### config.mk
export PLATFORM = sky130hd
export DESIGN_NAME = simon_cfg_regs
export DESIGN_NICKNAME = d
export VERILOG_FILES = /design/src/rtl/simon_pkg.sv /design/src/rtl/simon_cfg_regfile.sv /design/src/rtl/simon_cfg_regs.sv
export SDC_FILE = /design/constraint.sdc
export NUM_CORES = 1
export LEC_CHECK = 0
export CAP_MARGIN = 20
export CORE_ASPECT_RATIO = 1.5
export CORE_MARGIN = 5
export CORE_UTILIZATION = 45
export CTS_CLUSTER_DIAMETER = 40
export DETAILED_ROUTE_END_ITERATION = 16
export DONT_BUFFER_PORTS = 1
export MAX_ROUTING_LAYER = met4
export SYNTH_ARGS = -nofsm -noshare
export SYNTH_HDL_FRONTEND = slang
export SYNTH_SLANG_ARGS = --single-unit
### constraint.sdc
create_clock -name clk_simon_cfg -period 2.65 [get_ports clk_simon_cfg]
set_clock_uncertainty 0.1 [all_clocks]
set_input_delay 0.1325 -clock clk_simon_cfg [delete_from_list [all_inputs] [get_ports clk_simon_cfg]]
set_output_delay 0.1325 -clock clk_simon_cfg [all_outputs]
set_load 0.02 [all_outputs]
### src/rtl/simon_pkg.sv
// Shared constants, register map and FSM state types for the SIMON config block.
// The IRQ_EN register is built only when SIMON_CFG_IRQ_EN is defined.
package simon_pkg;

  localparam int CFG_ADDR_WIDTH = 8;
  localparam int CFG_DATA_WIDTH = 32;
  localparam int CFG_STRB_WIDTH = CFG_DATA_WIDTH / 8;
  localparam int CFG_PROT_WIDTH = 3;
  localparam int CFG_RESP_WIDTH = 2;

  localparam int OFF_CTRL   = 'h00;
  localparam int OFF_STATUS = 'h04;
  localparam int OFF_KEY0   = 'h08;
  localparam int OFF_KEY1   = 'h0C;
  localparam int OFF_KEY2   = 'h10;
  localparam int OFF_KEY3   = 'h14;
  localparam int OFF_IRQ_EN = 'h18;

  localparam logic [2:0] IDX_CTRL   = 3'(OFF_CTRL >> 2);
  localparam logic [2:0] IDX_STATUS = 3'(OFF_STATUS >> 2);
  localparam logic [2:0] IDX_KEY0   = 3'(OFF_KEY0 >> 2);
  localparam logic [2:0] IDX_KEY1   = 3'(OFF_KEY1 >> 2);
  localparam logic [2:0] IDX_KEY2   = 3'(OFF_KEY2 >> 2);
  localparam logic [2:0] IDX_KEY3   = 3'(OFF_KEY3 >> 2);
  localparam logic [2:0] IDX_IRQ_EN = 3'(OFF_IRQ_EN >> 2);

  localparam int CTRL_START_BIT = 0;
  localparam int CTRL_MODE_BIT  = 1;
  localparam int STAT_BUSY_BIT  = 0;
  localparam int STAT_DONE_BIT  = 1;

  localparam logic [CFG_RESP_WIDTH-1:0] RESP_OKAY   = 2'b00;
  localparam logic [CFG_RESP_WIDTH-1:0] RESP_SLVERR = 2'b10;

  typedef enum logic [1:0] {
    WR_IDLE,
    WR_WAIT_W,
    WR_WAIT_AW,
    WR_RESP
  } wr_state_e;

  typedef enum logic {
    RD_IDLE,
    RD_DATA
  } rd_state_e;

  function automatic logic [CFG_DATA_WIDTH-1:0] strb_merge(
    input logic [CFG_DATA_WIDTH-1:0] old_v,
    input logic [CFG_DATA_WIDTH-1:0] new_v,
    input logic [CFG_STRB_WIDTH-1:0] strb
  );
    logic [CFG_DATA_WIDTH-1:0] r;
    r = old_v;
    for (int b = 0; b < CFG_STRB_WIDTH; b++)
      if (strb[b]) r[b*8 +: 8] = new_v[b*8 +: 8];
    return r;
  endfunction

endpackage

### src/rtl/simon_cfg_regfile.sv
// Register storage for the SIMON config block: key, mode, start pulse, DONE, IRQ.
// IRQ_EN and irq_o exist only when SIMON_CFG_IRQ_EN is defined.
module simon_cfg_regfile
  import simon_pkg::*;
(
  input  logic                      clk_i,
  input  logic                      rst_ni,
  input  logic                      wr_en_i,
  input  logic [2:0]                wr_idx_i,
  input  logic [CFG_DATA_WIDTH-1:0] wr_data_i,
  input  logic [CFG_STRB_WIDTH-1:0] wr_strb_i,
  input  logic [2:0]                rd_idx_i,
  input  logic                      busy_i,
  input  logic                      done_i,
  output logic [CFG_DATA_WIDTH-1:0] rd_data_o,
  output logic [127:0]              key_o,
  output logic                      mode_o,
  output logic                      start_o,
  output logic                      irq_o
);

  logic [3:0][31:0] key_q;
  logic mode_q, start_q, done_q;
  logic done_clr, irq_en_rd;

  assign done_clr = wr_en_i && (wr_idx_i == IDX_STATUS)
                 && wr_strb_i[0] && wr_data_i[STAT_DONE_BIT];

  always_ff @(posedge clk_i or negedge rst_ni) begin
    if (!rst_ni) begin
      key_q   <= '0;
      mode_q  <= 1'b0;
      start_q <= 1'b0;
      done_q  <= 1'b0;
    end else begin
      start_q <= 1'b0;
      // a completion in the same cycle as the clear wins
      done_q  <= done_i | (done_q & ~done_clr);
      if (wr_en_i) begin
        case (wr_idx_i)
          IDX_CTRL: if (wr_strb_i[0]) begin
            mode_q  <= wr_data_i[CTRL_MODE_BIT];
            start_q <= wr_data_i[CTRL_START_BIT] & ~busy_i;
          end
          IDX_KEY0: key_q[0] <= strb_merge(key_q[0], wr_data_i, wr_strb_i);
          IDX_KEY1: key_q[1] <= strb_merge(key_q[1], wr_data_i, wr_strb_i);
          IDX_KEY2: key_q[2] <= strb_merge(key_q[2], wr_data_i, wr_strb_i);
          IDX_KEY3: key_q[3] <= strb_merge(key_q[3], wr_data_i, wr_strb_i);
          default: ;
        endcase
      end
    end
  end

`ifdef SIMON_CFG_IRQ_EN
  logic irq_en_q, irq_q;

  always_ff @(posedge clk_i or negedge rst_ni) begin
    if (!rst_ni) begin
      irq_en_q <= 1'b0;
      irq_q    <= 1'b0;
    end else begin
      if (wr_en_i && wr_idx_i == IDX_IRQ_EN && wr_strb_i[0])
        irq_en_q <= wr_data_i[0];
      irq_q <= done_q & irq_en_q;
    end
  end

  assign irq_en_rd = irq_en_q;
  assign irq_o     = irq_q;
`else
  assign irq_en_rd = 1'b0;
  assign irq_o     = 1'b0;
`endif

  always_comb begin
    rd_data_o = '0;
    case (rd_idx_i)
      IDX_CTRL:   rd_data_o[CTRL_MODE_BIT] = mode_q;
      IDX_STATUS: begin
        rd_data_o[STAT_BUSY_BIT] = busy_i;
        rd_data_o[STAT_DONE_BIT] = done_q;
      end
      IDX_KEY0:   rd_data_o = key_q[0];
      IDX_KEY1:   rd_data_o = key_q[1];
      IDX_KEY2:   rd_data_o = key_q[2];
      IDX_KEY3:   rd_data_o = key_q[3];
      IDX_IRQ_EN: rd_data_o[0] = irq_en_rd;
      default:    rd_data_o = '0;
    endcase
  end

  assign key_o   = key_q;
  assign mode_o  = mode_q;
  assign start_o = start_q;

endmodule

### src/rtl/simon_cfg_regs.sv
// AXI4-Lite responder for the SIMON cipher core configuration registers.
// Optional interrupt enable register: define SIMON_CFG_IRQ_EN.
module simon_cfg_regs
  import simon_pkg::*;
#(
  parameter int ADDR_W = CFG_ADDR_WIDTH,
  parameter int DATA_W = CFG_DATA_WIDTH
) (
  input  logic                      clk_simon_cfg,
  input  logic                      rst_simon_cfg,
  input  logic [ADDR_W-1:0]         simon_cfg_awaddr,
  input  logic [CFG_PROT_WIDTH-1:0] simon_cfg_awprot,
  input  logic                      simon_cfg_awvalid,
  output logic                      simon_cfg_awready,
  input  logic [DATA_W-1:0]         simon_cfg_wdata,
  input  logic [DATA_W/8-1:0]       simon_cfg_wstrb,
  input  logic                      simon_cfg_wvalid,
  output logic                      simon_cfg_wready,
  output logic                      simon_cfg_bvalid,
  output logic [CFG_RESP_WIDTH-1:0] simon_cfg_bresp,
  input  logic                      simon_cfg_bready,
  input  logic [ADDR_W-1:0]         simon_cfg_araddr,
  input  logic [CFG_PROT_WIDTH-1:0] simon_cfg_arprot,
  input  logic                      simon_cfg_arvalid,
  output logic                      simon_cfg_arready,
  output logic                      simon_cfg_rvalid,
  output logic [CFG_RESP_WIDTH-1:0] simon_cfg_rresp,
  output logic [DATA_W-1:0]         simon_cfg_rdata,
  input  logic                      simon_cfg_rready,
  output logic [127:0]              key_o,
  output logic                      mode_o,
  output logic                      start_o,
  input  logic                      busy_i,
  input  logic                      done_i,
  output logic                      irq_o
);

  function automatic logic addr_ok(input logic [ADDR_W-1:0] a);
    return (a[1:0] == 2'b00) && (a <= ADDR_W'(OFF_IRQ_EN));
  endfunction

  wr_state_e wr_q;
  rd_state_e rd_q;
  logic awready_q, wready_q, bvalid_q, arready_q, rvalid_q;
  logic [CFG_RESP_WIDTH-1:0] bresp_q, rresp_q;
  logic [DATA_W-1:0] rdata_q, w_data_q;
  logic [DATA_W/8-1:0] w_strb_q;
  logic [ADDR_W-1:0] aw_addr_q;

  logic aw_hs, w_hs, ar_hs, commit, wr_ok, rd_ok;
  logic [ADDR_W-1:0] wr_addr;
  logic [DATA_W-1:0] wr_data, rf_rdata;
  logic [DATA_W/8-1:0] wr_strb;
  logic unused_prot;

  assign unused_prot = ^{simon_cfg_awprot, simon_cfg_arprot};

  assign aw_hs = simon_cfg_awvalid & awready_q;
  assign w_hs  = simon_cfg_wvalid & wready_q;
  assign ar_hs = simon_cfg_arvalid & arready_q;

  assign wr_addr = (wr_q == WR_WAIT_W)  ? aw_addr_q : simon_cfg_awaddr;
  assign wr_data = (wr_q == WR_WAIT_AW) ? w_data_q  : simon_cfg_wdata;
  assign wr_strb = (wr_q == WR_WAIT_AW) ? w_strb_q  : simon_cfg_wstrb;

  assign commit = (wr_q == WR_IDLE    && aw_hs && w_hs)
               || (wr_q == WR_WAIT_W  && w_hs)
               || (wr_q == WR_WAIT_AW && aw_hs);

  assign wr_ok = addr_ok(wr_addr);
  assign rd_ok = addr_ok(simon_cfg_araddr);

  always_ff @(posedge clk_simon_cfg or negedge rst_simon_cfg) begin
    if (!rst_simon_cfg) begin
      wr_q      <= WR_IDLE;
      awready_q <= 1'b0;
      wready_q  <= 1'b0;
      bvalid_q  <= 1'b0;
      bresp_q   <= '0;
      aw_addr_q <= '0;
      w_data_q  <= '0;
      w_strb_q  <= '0;
    end else if (commit) begin
      wr_q      <= WR_RESP;
      awready_q <= 1'b0;
      wready_q  <= 1'b0;
      bvalid_q  <= 1'b1;
      bresp_q   <= wr_ok ? RESP_OKAY : RESP_SLVERR;
    end else begin
      case (wr_q)
        WR_IDLE: begin
          if (aw_hs) begin
            aw_addr_q <= simon_cfg_awaddr;
            awready_q <= 1'b0;
            wr_q      <= WR_WAIT_W;
          end else if (w_hs) begin
            w_data_q <= simon_cfg_wdata;
            w_strb_q <= simon_cfg_wstrb;
            wready_q <= 1'b0;
            wr_q     <= WR_WAIT_AW;
          end else begin
            awready_q <= 1'b1;
            wready_q  <= 1'b1;
          end
        end
        WR_RESP: if (simon_cfg_bready) begin
          bvalid_q  <= 1'b0;
          awready_q <= 1'b1;
          wready_q  <= 1'b1;
          wr_q      <= WR_IDLE;
        end
        default: ;
      endcase
    end
  end

  always_ff @(posedge clk_simon_cfg or negedge rst_simon_cfg) begin
    if (!rst_simon_cfg) begin
      rd_q      <= RD_IDLE;
      arready_q <= 1'b0;
      rvalid_q  <= 1'b0;
      rresp_q   <= '0;
      rdata_q   <= '0;
    end else begin
      case (rd_q)
        RD_IDLE: begin
          arready_q <= 1'b1;
          if (ar_hs) begin
            arready_q <= 1'b0;
            rvalid_q  <= 1'b1;
            rresp_q   <= rd_ok ? RESP_OKAY : RESP_SLVERR;
            rdata_q   <= rd_ok ? rf_rdata : '0;
            rd_q      <= RD_DATA;
          end
        end
        RD_DATA: if (simon_cfg_rready) begin
          rvalid_q  <= 1'b0;
          arready_q <= 1'b1;
          rd_q      <= RD_IDLE;
        end
        default: rd_q <= RD_IDLE;
      endcase
    end
  end

  simon_cfg_regfile u_regfile (
    .clk_i     (clk_simon_cfg),
    .rst_ni    (rst_simon_cfg),
    .wr_en_i   (commit & wr_ok),
    .wr_idx_i  (wr_addr[4:2]),
    .wr_data_i (wr_data),
    .wr_strb_i (wr_strb),
    .rd_idx_i  (simon_cfg_araddr[4:2]),
    .busy_i    (busy_i),
    .done_i    (done_i),
    .rd_data_o (rf_rdata),
    .key_o     (key_o),
    .mode_o    (mode_o),
    .start_o   (start_o),
    .irq_o     (irq_o)
  );

  assign simon_cfg_awready = awready_q;
  assign simon_cfg_wready  = wready_q;
  assign simon_cfg_bvalid  = bvalid_q;
  assign simon_cfg_bresp   = bresp_q;
  assign simon_cfg_arready = arready_q;
  assign simon_cfg_rvalid  = rvalid_q;
  assign simon_cfg_rresp   = rresp_q;
  assign simon_cfg_rdata   = rdata_q;

endmodule

==> reports/metrics.cfg, run 1 <==
[hold_path]
hold_class=in -> async

[global_routing]
use_met3_pct=5.56
met1_usage_pct=25.4
grt_pass1_vias=7200
antenna_found_initial=2
grt_overflow_total=0
grt_max_degree=218
top_usage_layer=met2
track_usage_pct=23.0
grt.met2_usage_pct=40.5
grt_pass1_wl_mm=42.1

[drt]
postRouteAntennaNets=0
vias=6525
drt_iter0_markers=353
vias_per_cell=5.95
wire_per_inst_microns=25.3
drc=0
first_pass_iters=5
wirelength_mm=27.8

[synth]
synthSimpleGateAreaFrac_pct=5.17
synth_area_leaders=dfrtp_1, mux2_2, a221oi_1, a22o_1, nand2_1
synthMuxAreaShare_pct=24.9
synth-compound-area-share_pct=10.3
synthDistinctLibCells=48
synth_top_family_by_area=multiplexers
ys_async_sr_fraction_pct=100
synth-xor-area-share_pct=0
synth-main-ff-cell=dfrtp_1
syn_area_sq_um=9530
synth_warnings=0
ys_ff_latch=217
synth_cells=713
synth.top_cell.area_share_pct=57.0
syn_area_per_cell_sq_um=13.4
yosysSeqAreaShare_pct=57.0
synth_adder_area_share_pct=0.131
synth_top_area_cell=dfrtp_1
synth_edf_count=0

[layout]
syn_to_final_growth_pct=23.5
layout_common_cells=dfrtp_1, mux2_2, dlygate4sd3_1
layout.nets=875
drive_gt1_share_pct=37.7
layout_commonest_cell=dfrtp_1

[timing]
slew_headroom_pct=54.1
setup-violations-final=0
rsz0062_at_grt=false
max_freq_ghz=0.389
min_period_ns=2.57
period_share_pct=97.0
hold_slack_ns=-0.794
final-hold-violation-count=217
tns_ns=0
finalWorstSetupSlack_ns=0.0800
tightest_slew_ns=0.687
drv_slew=0

[outcome]
violations=negative hold slack
status=complete, but fails checks

[floorplanning]
die_area_sq_um=24300
rows=65
die_height_microns=188
die_x_microns=129
initial_core_util_pct=45.4
pin_count=239
coreArea_sq_um=21000

[worst_setup_path]
slowest_delay_ns=0.51
worstPathMaxFanout=8
cp_num_cells=7
cp_cell_sequence=or3_1 -> or4_4 -> a211oi_2 -> buf_4 -> and2b_1 -> buf_12 -> mux2_2
startpoint_type=flip-flop
critPathArrivalTime_ns=2.87
critical_path_buf_inv_count=2
ff2ff_path_depth=7
worst_setup_path_end_kind=flip-flop
crit_family=simple AND/OR/NAND/NOR gates
crit_slowest_cell=or4_4
path_class=reg -> reg
critPathRequiredTime_ns=2.95

[clock_network]
cts_tree=yes
root_buffer=clkbuf_16
worstSkewPairLatency_ns=0.52
htree_num_levels=1
cts_sinks=217
path_clk_slew_ns=0.06
cts_inserted_buffers=27
cts_buffer_depth=3

[placement]
io_buffers=0
dpl.hpwl_mm=17.9
gp_congestion=0.864
preCtsSetupSlack_ns=-0.0340

[flow_run]
drv_cap=0

[power]
power.leakage_uw=0.00542
max-vdd-ir-drop_mv=0.649
power.density_nw_per_um2=991

## cell families after synthesis
group,after synthesis
flip-flops,217
buffers and inverters,49
adder cells (fa/ha/maj),1
multiplexers,212
AND/OR/NAND/NOR,102
AO/OA/AOI/OAI,131
other,1
## report_power, final
group | internal [uW] | leakage, uW | switching, uW | total, uW
sequential | 4090 | 0.00290 | 1220 | 5310
clock | 2440 | 0.000480 | 1490 | 3920
combinational | 1280 | 0.00204 | 1150 | 2430
## synth_stat cells (4+ instances only)
master / number
o21ai_0: 37
a31oi_1: 4
nand2_1: 50
a22o_1: 30
buf_2: 5
buf_4: 4
nor2_1: 10
nand3_1: 6
clkbuf_1: 26
nor3_1: 5
a21oi_1: 7
mux2i_1: 8
inv_1: 9
a211oi_2: 5
mux2_2: 202
a221oi_1: 31
nand2_2: 11
dfrtp_1: 217
a21o_1: 4
## sequential cells by signal (all words and copies together), names as in the netlist, 2 cells and up
signal and count:
w_strb_q 4, w_data_q 32, u_regfile.key_o 128, simon_cfg_rdata 32, wr_q 2, aw_addr_q 8
## layout make-up
| cell class | count | area, sq um |
|---|---|---|
| clock buffers | 32 | 744 |
| diodes | 2 | 5.00 |
| inverters | 9 | 33.8 |
| clock inverters | 17 | 241 |
| flip-flops and latches | 217 | 5430 |
| fillers | 1698 | 9210 |
| repair buffers | 103 | 1030 |
| multi-input cells | 449 | 3950 |
| well taps | 268 | 335 |
## routing by layer
layer  vias to the layer above  share of wire, %
met5                         -                 0
met4                         0               2.9
met3                        55               7.8
met2                       272                54
met1                      3360                35
li1                       2838                 -
## worst paths after layout
kind,from,to,slack [ns]
max in group asynchronous,rst_simon_cfg,u_regfile.key_o[35]$_DFFE_PN0P_,2.79
max reg2reg,aw_addr_q[0]$_DFFE_PN0P_,u_regfile.key_o[55]$_DFFE_PN0P_,0.08
min in group clk_simon_cfg,simon_cfg_araddr[3],simon_cfg_rdata[1]$_DFFE_PN0P_,0.03
min,rst_simon_cfg,aw_addr_q[7]$_DFFE_PN0P_,-0.79
min reg2reg,u_regfile.done_q$_DFF_PN0_,u_regfile.done_q$_DFF_PN0_,0.39
max,aw_addr_q[0]$_DFFE_PN0P_,u_regfile.key_o[55]$_DFFE_PN0P_,0.08
## stage by stage
| step | power [uW] | cells | util, % | instance area (sq um) |
|---|---|---|---|---|
| after floorplan | 6770 | 715 | - | 9540 |
| after global placement | 7440 | 970 | 47.7 | 10000 |
| after detailed placement | 7590 | 970 | 47.7 | 10000 |
| after CTS | 11700 | 1087 | 55.7 | 11700 |
| after global routing | 12200 | 1097 | 56.1 | 11800 |
| final | 11700 | 1097 | 56.1 | 11800 |
## timing repair
item | in CTS | in global routing
setup buffers | 0 | 6
hold buffers | 68 | 1
cloned | 0 | 1
gates resized for setup | 2 | 4
hold endpoints to repair | 404 | 218
pin swaps | 0 | 1
endpoints found under the setup margin | 35 | 4
No activity file was read; power rests on OpenSTA's default activity.
==> inputs of run 2 (changes only) <==
--- a/config.mk
+++ b/config.mk
@@ -13,6 +13,7 @@
 export DETAILED_ROUTE_END_ITERATION = 16
 export DONT_BUFFER_PORTS = 1
 export MAX_ROUTING_LAYER = met4
+export SETUP_SLACK_MARGIN = 0.15
 export SYNTH_ARGS = -nofsm -noshare
 export SYNTH_HDL_FRONTEND = slang
 export SYNTH_SLANG_ARGS = --single-unit
==> run 2 against run 1 <==
The run still ends with negative hold slack left. Flip-flop and latch count is the same. Global-route usage grew 0.055 points. Worst setup slack better by 0.041 ns. Design area hardly changed. Register-to-register slack better by 0.04 ns. Non-clock buffer count is 7 lower. Critical path type unchanged.
==> reports/metrics.cfg, run 2 (synthesis gave the netlist of run 1 again) <==
[timing]
period_share_pct=95.4  ; was 97.0%
setup-violations-final=0  ; unchanged
final-hold-violation-count=217  ; unchanged
tightest_slew_ns=0.671  ; was 0.687 ns
min_period_ns=2.53  ; was 2.57 ns
max_freq_ghz=0.395  ; was 0.389 GHz
slew_headroom_pct=55.1  ; was 54.1%
drv_slew=0  ; unchanged
rsz0062_at_grt=true  ; was false
hold_slack_ns=-0.796  ; was -0.794 ns

[clock_network]
root_buffer=clkbuf_16  ; unchanged
cts_buffer_depth=3  ; unchanged
worstSkewPairLatency_ns=0.53  ; was 0.52 ns
cts_inserted_buffers=27  ; unchanged
cts_sinks=217  ; unchanged
postCtsHoldBufs=65  ; was 68
htree_num_levels=1  ; unchanged
cts_tree=yes  ; unchanged
path_clk_slew_ns=0.06  ; about the same

[worst_setup_path]
path_class=reg -> reg  ; unchanged
critPathRequiredTime_ns=2.96  ; was 2.95 ns
startpoint_type=flip-flop  ; unchanged
critPathArrivalTime_ns=2.83  ; was 2.87 ns
slowest_delay_ns=0.50  ; was 0.51 ns
worst_setup_path_end_kind=flip-flop  ; unchanged
cp_cell_sequence=or3_1 -> or4_4 -> a211oi_2 -> buf_4 -> and2b_1 -> buf_12 -> mux2_2  ; unchanged
crit_slowest_cell=or4_4  ; unchanged
worstPathMaxFanout=8  ; unchanged
worst-r2r-setup-slack_ns=0.12  ; was 0.08 ns

[floorplanning]
initial_core_util_pct=45.4  ; unchanged
die_x_microns=129  ; unchanged
die_height_microns=188  ; unchanged
die_area_sq_um=24300  ; unchanged
pin_count=239  ; unchanged
rows=65  ; unchanged
coreArea_sq_um=21000  ; unchanged

[global_routing]
track_usage_pct=23.1  ; was 23.0%
grt_overflow_total=0  ; unchanged
grt_pass1_vias=7204  ; was 7,200
grt_max_degree=218  ; unchanged
grt_pass1_wl_mm=42.2  ; was 42.1 mm
antenna_found_initial=2  ; unchanged

[placement]
dpl.hpwl_mm=17.9  ; unchanged
gp_congestion=0.864  ; unchanged
dp_cells=970  ; unchanged
io_buffers=0  ; unchanged

[layout]
layout_commonest_cell=dfrtp_1  ; unchanged
layout_common_cells=dfrtp_1, mux2_2, dlygate4sd3_1  ; unchanged
layout.nets=868  ; was 875
fill_cells=1693  ; was 1,698
largest_reg_flops=128  ; unchanged
final_cell_count_no_fill=1090  ; was 1,097
drive_gt1_share_pct=37.8  ; was 37.7%
final_util_pct=56.1  ; about the same
syn_to_final_growth_pct=23.6  ; was 23.5%

[hold_path]
hold_class=in -> async  ; unchanged

[drt]
wire_per_inst_microns=25.4  ; was 25.3 microns
first_pass_iters=4  ; was 5
vias_per_cell=5.96  ; was 5.95
wirelength_mm=27.6  ; was 27.8 mm
postRouteAntennaNets=0  ; unchanged
vias=6500  ; was 6,525
drc=0  ; unchanged
drt_iter0_markers=336  ; was 353

[power]
max-vdd-ir-drop_mv=0.627  ; was 0.649 mV
power.density_nw_per_um2=990  ; was 991 nW/um^2
power.leakage_uw=0.00550  ; was 0.00542 uW

[flow_run]
drv_cap=0  ; unchanged

[outcome]
violations=negative hold slack  ; unchanged
status=complete, but fails checks  ; unchanged

[run 2: cell types whose count changed in the layout (fill, tap and decap cells not counted), moves of 3 or more]
cell,previous run,this run
nand2_2,11,3
buf_4,27,24
dlygate4sd3_1,68,65
mux2_4,0,9
mux2_2,202,193
nand2_4,0,8
[run 2: where the power goes]
group	switching [uW]	internal, uW
logic	1160	1270
registers	1210	4090
clock network	1490	2440
[run 2: per-stage QoR]
stage / hold WS (ns) / instance area (sq um) / setup WS [ns] / setup TNS (ns) / total power, uW
after CTS: -0.815 / 11700 / 0.107 / 0 / 11700
after floorplan: -0.263 / 9540 / 0.204 / 0 / 6770
final: -0.796 / 11800 / 0.121 / 0 / 11700
after detailed placement: -0.256 / 10000 / -0.0340 / -0.422 / 7590
after global routing: -0.817 / 11800 / 0.0558 / 0 / 12200
after global placement: -0.255 / 10000 / -0.00683 / -0.0473 / 7440
[run 2: worst paths after layout]
path | startpoint | end | depth (start not counted)
setup / recovery | aw_addr_q[0]$_DFFE_PN0P_ | u_regfile.key_o[55]$_DFFE_PN0P_ | 7
hold / removal | rst_simon_cfg | aw_addr_q[7]$_DFFE_PN0P_ | 0
setup reg to reg | aw_addr_q[0]$_DFFE_PN0P_ | u_regfile.key_o[55]$_DFFE_PN0P_ | 7
hold reg to reg | u_regfile.done_q$_DFF_PN0_ | u_regfile.done_q$_DFF_PN0_ | 1
max in group asynchronous | rst_simon_cfg | simon_cfg_rdata[25]$_DFFE_PN0P_ | 0
min in group clk_simon_cfg | simon_cfg_araddr[3] | simon_cfg_rdata[1]$_DFFE_PN0P_ | 4
[run 2: final cells by class]
type / instances / area [sq um] / area share [%]
flip-flops and latches: 217 / 5430 / 46.1
multi-input cells: 449 / 4030 / 34.2
repair buffers: 96 / 962 / 8.17
clock buffers: 32 / 744 / 6.32
well taps: 268 / 335 / 2.85
clock inverters: 17 / 241 / 2.05
inverters: 9 / 33.8 / 0.287
diodes: 2 / 5.00 / 0.0425
[run 2: metal layers]
| metal | up-vias | wire [microns] | global-route usage [%] |
|---|---|---|---|
| met1 | 3343 | 9710 | 25.5 |
| li1 | 2829 | - | - |
| met5 | - | 0 | - |
| met3 | 65 | 2200 | 5.67 |
| met2 | 263 | 14900 | 40.5 |
| met4 | 0 | 823 | 7.40 |
[run 2: repair_timing]
action / in CTS / in global routing
setup endpoints to repair: 113 / 68
buffers inserted: 2 / 2
hold endpoints to repair: 404 / 217
pin swaps: 0 / 2
gates resized for setup: 15 / 9
[run 2: worst max-delay path: cells and delay by family (launching register included)]
kind	cells	cell delay, ns
multiplexers	1	0.34
AO/OA/AOI/OAI	1	0.25
buffers and inverters	2	0.31
AND/OR/NAND/NOR	3	1.04
flip-flops	1	0.37
==> inputs of run 3 (changes only) <==
--- a/config.mk
+++ b/config.mk
@@ -9,6 +9,7 @@
 export CORE_ASPECT_RATIO = 1.5
 export CORE_MARGIN = 5
 export CORE_UTILIZATION = 45
+export CTS_BUF_LIST = sky130_fd_sc_hd__clkbuf_8
 export CTS_CLUSTER_DIAMETER = 40
 export DETAILED_ROUTE_END_ITERATION = 16
 export DONT_BUFFER_PORTS = 1
==> run 3 against run 2 <==
Combinational power about the same. Maximum frequency is 0.20% higher. Hold slack better by 0.0083 ns. The run still ends with negative hold slack left. Critical endpoint is now u_regfile.key_o[51]$_DFFE_PN0P_. Largest power group unchanged.
==> reports/metrics.cfg, run 3 (synthesis gave the netlist of run 1 again) <==
[clock_network]
root_buffer=clkbuf_8  ; was clkbuf_16
cts_sinks=217  ; unchanged
cts_tree=yes  ; unchanged
htree_num_levels=2  ; was 1
worstSkewPairLatency_ns=0.52  ; was 0.53 ns
path_clk_slew_ns=0.06  ; about the same
postCtsHoldBufs=65  ; unchanged
cts_inserted_buffers=38  ; was 27
cts_buffer_depth=3  ; unchanged

[layout]
fill_cells=1748  ; was 1,693
largest_reg_flops=128  ; unchanged
layout_common_cells=dfrtp_1, mux2_2, dlygate4sd3_1  ; unchanged
syn_to_final_growth_pct=21.6  ; was 23.6%
layout.nets=877  ; was 868
layout_commonest_cell=dfrtp_1  ; unchanged
drive_gt1_share_pct=37.9  ; was 37.8%

[worst_setup_path]
worstPathMaxFanout=8  ; unchanged
worst_setup_path_end_kind=flip-flop  ; unchanged
critPathRequiredTime_ns=2.95  ; was 2.96 ns
critPathArrivalTime_ns=2.82  ; was 2.83 ns
startpoint_type=flip-flop  ; unchanged
path_class=reg -> reg  ; unchanged

[timing]
setup-violations-final=0  ; unchanged
min_period_ns=2.52  ; was 2.53 ns
period_share_pct=95.2  ; was 95.4%
tns_ns=0  ; unchanged
final-hold-violation-count=217  ; unchanged
tightest_slew_ns=0.696  ; was 0.671 ns
max_freq_ghz=0.396  ; was 0.395 GHz
hold_slack_ns=-0.788  ; was -0.796 ns
slew_headroom_pct=53.4  ; was 55.1%
rsz0062_at_grt=true  ; unchanged
drv_slew=0  ; unchanged

[hold_path]
hold_class=in -> async  ; unchanged

[placement]
dpl.hpwl_mm=17.9  ; unchanged
io_buffers=0  ; unchanged
gp_congestion=0.864  ; unchanged

[global_routing]
grt_overflow_total=0  ; unchanged
grt_max_degree=218  ; unchanged
grt_pass1_wl_mm=42.6  ; was 42.2 mm
antenna_found_initial=2  ; unchanged
track_usage_pct=23.5  ; was 23.1%
grt_pass1_vias=7296  ; was 7,204

[floorplanning]
pin_count=239  ; unchanged
rows=65  ; unchanged
coreArea_sq_um=21000  ; unchanged
die_height_microns=188  ; unchanged
die_area_sq_um=24300  ; unchanged
die_x_microns=129  ; unchanged
initial_core_util_pct=45.4  ; unchanged

[outcome]
status=complete, but fails checks  ; unchanged
violations=negative hold slack  ; unchanged

[drt]
wire_per_inst_microns=25.2  ; was 25.4 microns
wl_met3_mm=2.16  ; was 2.20 mm
first_pass_iters=4  ; unchanged
drc=0  ; unchanged
drt_iter0_markers=340  ; was 336
route.met2.wl_mm=14.8  ; was 14.9 mm
wirelength_mm=27.8  ; was 27.6 mm
met1_length_mm=9.91  ; was 9.71 mm
postRouteAntennaNets=0  ; unchanged
top_layer=met4  ; unchanged
vias=6546  ; was 6,500
vias_per_cell=5.93  ; was 5.96

[power]
max-vdd-ir-drop_mv=0.607  ; was 0.627 mV
power.density_nw_per_um2=947  ; was 990 nW/um^2
power.leakage_uw=0.00545  ; was 0.00550 uW

[flow_run]
drv_cap=0  ; unchanged

==> run 3: changes by cell type in the layout (fill, tap and decap cells not counted), moves of 2 or more <==
cell       before  now
clkbuf_8        5   46
clkinv_8        2    0
inv_1           9   18
mux2_4          9   11
mux2_2        193  191
buf_4          24   22
clkbuf_16      27    0
inv_6           5    1
==> run 3: repair_timing <==
| item | CTS | global route |
|---|---|---|
| pin swaps | 0 | 2 |
| setup endpoints to repair | 122 | 85 |
| gates resized for setup | 17 | 9 |
| hold endpoints to repair | 404 | 217 |
| buffers inserted | 2 | 1 |
==> run 3: routing by layer <==
layer | vias up | track usage [%]
li1 | 2841 | -
met1 | 3343 | 25.2
met2 | 285 | 40.9
met3 | 77 | 6.44
met4 | 0 | 8.69
met5 | - | -
==> run 3: path summary, 6_finish.rpt <==
path	slack (ns)	cells after the start	endpoint	start
min in group clk_simon_cfg	0.03	4	simon_cfg_rdata[1]$_DFFE_PN0P_	simon_cfg_araddr[3]
setup / recovery	0.13	7	u_regfile.key_o[51]$_DFFE_PN0P_	aw_addr_q[0]$_DFFE_PN0P_
hold reg to reg	0.39	1	u_regfile.done_q$_DFF_PN0_	u_regfile.done_q$_DFF_PN0_
max in group asynchronous	2.66	0	w_strb_q[3]$_DFFE_PN0P_	rst_simon_cfg
setup reg to reg	0.13	7	u_regfile.key_o[51]$_DFFE_PN0P_	aw_addr_q[0]$_DFFE_PN0P_
hold / removal	-0.79	0	aw_addr_q[0]$_DFFE_PN0P_	rst_simon_cfg
==> run 3: final cells by class <==
class	instances	area, sq um	area share [%]
Antenna cell	2	5.00	0.0432
Clock buffer	46	633	5.46
Clock inverter	19	175	1.51
Inverter	9	33.8	0.292
Multi-Input combinational cell	449	4030	34.7
Sequential cell	217	5430	46.9
Tap cell	268	335	2.89
Timing Repair Buffer	94	948	8.18
==> run 3: stage by stage <==
| stage | util, % | setup WS (ns) | total power (uW) | instances | instance area (sq um) |
|---|---|---|---|---|---|
| 2_1_floorplan | - | 0.204 | 6770 | 715 | 9540 |
| 3_3_place_gp | 47.7 | -0.00683 | 7440 | 970 | 10000 |
| 3_5_place_dp | 47.7 | -0.0340 | 7590 | 970 | 10000 |
| 4_1_cts | 55.0 | 0.105 | 11000 | 1102 | 11500 |
| 5_1_grt | 55.2 | 0.0367 | 11500 | 1104 | 11600 |
| 6_report | 55.2 | 0.126 | 11000 | 1104 | 11600 |
==> run 3: power by group <==
| group | internal [uW] | total (uW) | switching [uW] |
|---|---|---|---|
| clock | 1870 | 3240 | 1370 |
| sequential | 4100 | 5310 | 1210 |
| combinational | 1270 | 2420 | 1150 |
==> run 3: critical path, cell delays in order, from the launching register on <==
cell      delay (ns)
dfrtp_1         0.37
or3_1           0.37
or4_4           0.50
a211oi_2        0.25
buf_4           0.17
and2b_1         0.17
buf_12          0.14
mux2_2          0.33
